$ cat src/rtl/and_gate.sv
// and_gate: registered N-bit bitwise AND with sign and zero status flags
// Ports: clk (rising edge), rst (sync active-high), A_num/B_num (N-bit operands),
//        in_valid (operands valid), result (A_num & B_num, 1-cycle latency),
//        sign (result MSB), zero (result == 0), out_valid (one-cycle pulse per accepted pair)
module and_gate #(
    parameter int N = 4
) (
    input  logic         clk,
    input  logic         rst,
    input  logic [N-1:0] A_num,
    input  logic [N-1:0] B_num,
    input  logic         in_valid,
    output logic [N-1:0] result,
    output logic         sign,
    output logic         zero,
    output logic         out_valid
);
    logic [N-1:0] w_and;
    logic [N-1:0] r_result;
    logic         r_sign;
    logic         r_zero;
    logic         r_out_valid;
    assign w_and = A_num & B_num;
    always_ff @(posedge clk) begin
        if (rst) begin
            r_result    <= '0;
            r_sign      <= 1'b0;
            r_zero      <= 1'b1;
            r_out_valid <= 1'b0;
        end else begin
            r_out_valid <= in_valid;
            // Flags come from the same combinational value as the result, so all three stay coherent.
            if (in_valid) begin
                r_result <= w_and;
                r_sign   <= w_and[N-1];
                r_zero   <= (w_and == '0);
            end
        end
    end
    assign result    = r_result;
    assign sign      = r_sign;
    assign zero      = r_zero;
    assign out_valid = r_out_valid;
endmodule

$ cat config.mk
export PLATFORM = sky130hd
export DESIGN_NAME = and_gate
export DESIGN_NICKNAME = d
export VERILOG_FILES = /design/src/rtl/and_gate.sv
export SDC_FILE = /design/constraint.sdc
export NUM_CORES = 1
export LEC_CHECK = 0
export BUFFER_PORTS_ARGS = -buffer_cell sky130_fd_sc_hd__buf_2
export CAP_MARGIN = 20
export CORE_AREA = 2 2 39 41
export CTS_CLUSTER_SIZE = 14
export DETAILED_ROUTE_END_ITERATION = 10
export DIE_AREA = 0 0 41 43
export SLEW_MARGIN = 20
export SYNTH_ARGS = -nofsm -noshare
export SYNTH_HDL_FRONTEND = slang
export SYNTH_SLANG_ARGS = --single-unit
$ cat constraint.sdc
create_clock -name clk -period 1.06 [get_ports clk]
set_input_delay 0.212 -clock clk [delete_from_list [all_inputs] [get_ports clk]]
set_output_delay 0.212 -clock clk [all_outputs]
set_load 0.005 [all_outputs]
==> results.md, run 1 <==
* Area of the mapped netlist at around 240 um2
* DIE AREA at approximately 1800 um2
* CP delay by family, top: flip-flops
* Total grt overflow at 0
* Hold-fix buffers, CTS at 0
* Register bit total from synthesis at 6
* Setup violations, final at 0
* Setup_tns at 0 ns
* Max VDD drop at 0.473 mV
* Least-Margin Pin Slew at 0.175 ns
* Top cells by area, synth: dfxtp_1 51%, nand2b_1 11%, a21oi_1 8.5%
* Type of the most critical hold path: in -> reg
* Maximum clock frequency at around 1.1 GHz
* R2R Path End: zero
* Ys async rst share at 0
* Setup CP Type: reg -> out
* Mean Syn Cell Area at 9.41 um2
* Post-synth EDFFs at 0
* Hold Vio Cnt, Final at 0
* Top-area cell type share of the netlist area at 0.511
* Tcrit/Tclk final at 0.847
* Most frequent cell after synthesis: dfxtp_1
* Synth Instances at 25
* Post-cts gate resize count at 0
* Max Cap Violations at 0
* Routability congestion estimate at between 0.6 and 0.7
* Hold Path Cell Cnt at 2
* Post-Route WL at ~570 um
* Dominant synthesized flop cell: dfxtp_1
* Crit Reg-Reg Startpoint: zero
* DRC viols at 0
* Port Buf Inserts at 17
* P_leak at 0.163 nW
* Fin. max-slew vios at 0
* Clock root cell: clkbuf_4
* Period minus WS final at 0.898 ns
* Clock buffer depth at 2
* Critical path fanouts, max at 3
* N_diodes at 0
* R2R Setup Slk at 0.23 ns
* Ports at 18
* Crit path buffers/inverters at 1
* Vias per inst at about 4.2
* CP required at 0.85 ns
* Vias at 248
* Sequential area share after synthesis at 0.511
* Ys Warns at 0
* Worst skew pair latency at 0.24 ns
* Status: complete, no violations
* WL/cell at a little under 10 um
* CTS H-tree depth at 1
* Worst EP arrival at 0.69 ns
* P&R area growth vs syn at 48.9%
* Unique masters post-synth at 9
* Largest area contributor in the netlist: dfxtp_1
* Nets@finish at 56
* Post-synth top cells: 6 x dfxtp_1, 4 x a21oi_1, 4 x nand2b_1, 4 x nand3_1
* Die extent in y at 43 um
* Starting Density at 0.170
* Worst Setup End Kind: output pin
* Total core area at 1380 um2
* Die Wd at ~41 um
* Critical Path Max Stage Delay at 0.33 ns
* First-pass GRT wire length at 959 um
* GRT Total Usage at 0.0843
* HP Start: rst
* R2r worst-path depth at 2
* Number of global-route vias before repair at 243
* Utilization after layout at 0.253
* Pwr Density at 1460 nW/um2
* Worst rel slew slack at 0.883
* Largest net degree at the start of global routing at 12
* Detailed Route Iter0 Violations at 1
* Num CTS Buffers at 3
* Net Count, Synth at 36
* First-pass DRT Iterations at 2
* Crit-path cells: buf_2
* Worst clock skew at 0 ns
* Clock slew at reported path FFs at 0.04 ns
* Hold Path End: result[0]
* Slowest-stage cell, CP: dfxtp_1
* TritonCTS clock tree: yes
* Row Count at 14
* Initial antenna violation count at 0
* Worst Setup Start Kind: flip-flop
* DRT antenna net count at 0
* Post-CTS Setup Bufs at 0
* RSZ-0062 raised after global routing: no
* Layout cell share with drive strength beyond 1 at 0.465
* Clk sinks at 6
## routing by layer
layer  GRT usage  share of wire  vias to the layer above  wire length (um)
met4      0.0600              0                        0                 0
met1      0.0897           0.42                      111               237
li1            -              -                      127                 -
met5           0              0                        -                 0
met2       0.119           0.49                       10               278
met3      0.0471          0.091                        0                52
## flip-flops by register name, summed over array words and instances, names as in the netlist
name and count:
out_valid 1, zero 1, result 4
## per-stage QoR
| stage | cell area, um2 | setup slack (ns) | cells | hold slack [ns] | power (mW) |
|---|---|---|---|---|---|
| 2_1_floorplan | 235 | 0.233 | 25 | 0.281 | 0.273 |
| 3_3_place_gp | 328 | 0.209 | 56 | 0.459 | 0.308 |
| 3_5_place_dp | 328 | 0.177 | 56 | 0.459 | 0.310 |
| 4_1_cts | 350 | 0.141 | 59 | 0.200 | 0.525 |
| 5_1_grt | 350 | 0.0899 | 59 | 0.217 | 0.543 |
| 6_report | 350 | 0.162 | 59 | 0.209 | 0.511 |
## layout by cell type, fill, tap and decap left out, drive strengths merged
| cell | n |
|---|---|
| clkbuf | 3 |
| nand3 | 4 |
| nor2b | 2 |
| nand2b | 4 |
| a21oi | 4 |
| a22oi | 2 |
| a311o | 1 |
| buf | 17 |
| dfxtp | 6 |
## kinds of logic (layout without fill, tap and decap cells)
logic type             after synthesis  after routing  share of synthesized area
AOI/OAI and AO/OA                    7              7                      0.191
buffers and inverters                2             20                     0.0532
DFF                                  6              6                      0.511
and+or+nand+nor                     10             10                      0.245
## how the worst max path moves through the flow
stage,start,end,slack (ns),cells after the start
2_1_floorplan,zero,zero,0.23,2
3_3_place_gp,in_valid,zero,0.21,3
3_5_place_dp,in_valid,zero,0.18,3
4_1_cts,result[3],sign,0.14,1
5_1_grt,result[3],result[3],0.09,1
6_report,result[3],sign,0.16,1
## area by class of cell
class / count / area [um2]
fillers: 158 / 1030
flip-flops and latches: 6 / 120
multi-input cells: 17 / 103
repair buffers: 17 / 85.1
clock buffers: 3 / 22.5
well taps: 16 / 20.0
## report_power, final
group | internal, mW | switching (mW) | leakage (nW) | total (mW)
clock network | 0.128 | 0.0786 | 0.0138 | 0.206
registers | 0.237 | 0.00420 | 0.0494 | 0.242
logic | 0.0346 | 0.0283 | 0.0996 | 0.0629
total | 0.400 | 0.111 | 0.163 | 0.511
## worst register-to-register path, stage by stage (launching register included)
cell,delay [ns]
dfxtp_1,0.30
nor2b_1,0.12
a311o_1,0.30
Power figures use the tool's default switching activity.
==> run 2: changes to the inputs <==
==> constraint.sdc (replaced) <==
create_clock -name clk -period 0.9 [get_ports clk]
set_input_delay 0.18 -clock clk [delete_from_list [all_inputs] [get_ports clk]]
set_output_delay 0.18 -clock clk [all_outputs]
set_load 0.005 [all_outputs]
==> results.md, run 2 (synthesis results as in run 1) <==
* Status: complete, no violations
* Most common cell after layout, fill and taps aside: buf_2
* Largest register FFs at 4
* Post-cts gate resize count at 0
* WL/cell at 9.12 um
* Hold slack at ~0.18 ns
* Critical Path Max Stage Delay at approximately 0.32 ns
* Sequential share of power at 0.472
* Sw Ratio at 0.219
* Worst clock skew at 0 ns
* Pwr Density at 1720 nW/um2
* Total grt overflow at 0
* Worst Setup End Kind: output pin
* Least-Margin Pin Slew at 0.177 ns
* Type of the most critical hold path: in -> reg
* Clock slew at reported path FFs at approximately 0.050 ns
* Worst Setup Start Kind: flip-flop
* Die Wd at ~41 um
* Die extent in y at 43 um
* Worst skew pair latency at 0.24 ns
* Max VDD drop at 0.587 mV
* Gate power share at 0.122
* Routability congestion estimate at 0.641
* First-pass DRT Iterations at 4
* Total core area at roughly 1400 um2
* Fin. max-slew vios at 0
* P_leak at 0.163 nW
* Period minus WS final at 0.853 ns
* Initial antenna violation count at 0
* Crit path buffers/inverters at 1
* Max Cap Violations at 0
* Net Sw Power at 0.132 mW
* Hold Vio Cnt, Final at 0
* GRT Total Usage at 0.0774
* CP required at between 0.7 and 0.8 ns
* Row Count at 14
* Hold-fix buffers, CTS at 0
* Clock network power share at 0.405
* Nets@finish at 56
* Starting Density at 0.170
* RSZ-0062 raised after global routing: no
* Post-route cell area at 352 um2
* Num CTS Buffers at 3
* Largest net degree at the start of global routing at 12
* DP Cell Count at 56
* Utilization after layout at 0.254
* Vias at around 240
* Critical path fanouts, max at 2
* Most frequent cells in the layout: 17 x buf_2, 5 x dfxtp_1, 4 x nand3_1, 4 x nand2b_1, 4 x a21oi_1
* Setup violations, final at 0
* N_diodes at 0
* Crit-path cells: buf_2
* Slowest-stage cell, CP: dfxtp_1
* Clock root cell: clkbuf_4
* DP Area at 328 um2
* Worst rel slew slack at 0.882
* Internal at 0.471 mW
* Layout cell share with drive strength beyond 1 at 0.488
* Maximum clock frequency at 1.17 GHz
* Setup_tns at 0 ns
* P&R area growth vs syn at 49.5%
* Setup CP Type: reg -> out
* Tcrit/Tclk final at 0.948
* Detailed Route Iter0 Violations at 3
* Fin cells at 59
* DIE AREA at 1760 um2
* CP delay by family, top: flip-flops
* Vias per inst at 4.00
* CTS H-tree depth at 1
* Worst EP arrival at 0.67 ns
* Port Buf Inserts at 17
* DRT antenna net count at 0
* Number of global-route vias before repair at 221
* Clk sinks at 6
* Post-Route WL at 538 um
* Clock buffer depth at 2
* Post-CTS Setup Bufs at 0
* DRC viols at 0
* First-pass GRT wire length at between 800 and 900 um
* TritonCTS clock tree: yes
* Ports at 18
-- run 2: cell type report --
type / count / area (um2)
fill: 159 / 1030
multi-input combinational: 17 / 103
timing repair buffer: 17 / 85.1
clock buffer: 3 / 22.5
sequential: 6 / 121
tap: 16 / 20.0
-- run 2: stage by stage --
stage	worst slack, ns	power [mW]
3_5_place_dp	0.0609	0.365
2_1_floorplan	0.0731	0.321
4_1_cts	0.0115	0.616
6_report	0.0472	0.603
3_3_place_gp	0.0779	0.363
5_1_grt	0.00251	0.641
-- run 2: path summary, 6_finish.rpt --
kind | startpoint | to | slack, ns | depth (start not counted)
worst max-delay path | result[1] | result[1] | 0.05 | 1
worst min-delay path | rst | result[3] | 0.18 | 2
worst max register to register | zero | zero | 0.07 | 2
worst min register to register | result[0] | result[0] | 0.47 | 2
-- run 2: power by group through the flow --
stage	logic [mW]	clock network (mW)	registers, mW
floorplan	0.0298	0	0.291
finish	0.0739	0.245	0.285
CTS	0.0746	0.256	0.285
global route	0.0832	0.270	0.287
detailed placement	0.0745	0	0.290
global placement	0.0725	0	0.290
-- run 2: routing by layer --
layer	track usage	wire length, um	vias to the layer above
met1	0.100	233	99
met3	0.0314	49	2
met2	0.0969	245	10
li1	-	-	125
met5	0	0	-
met4	0.0600	9	0
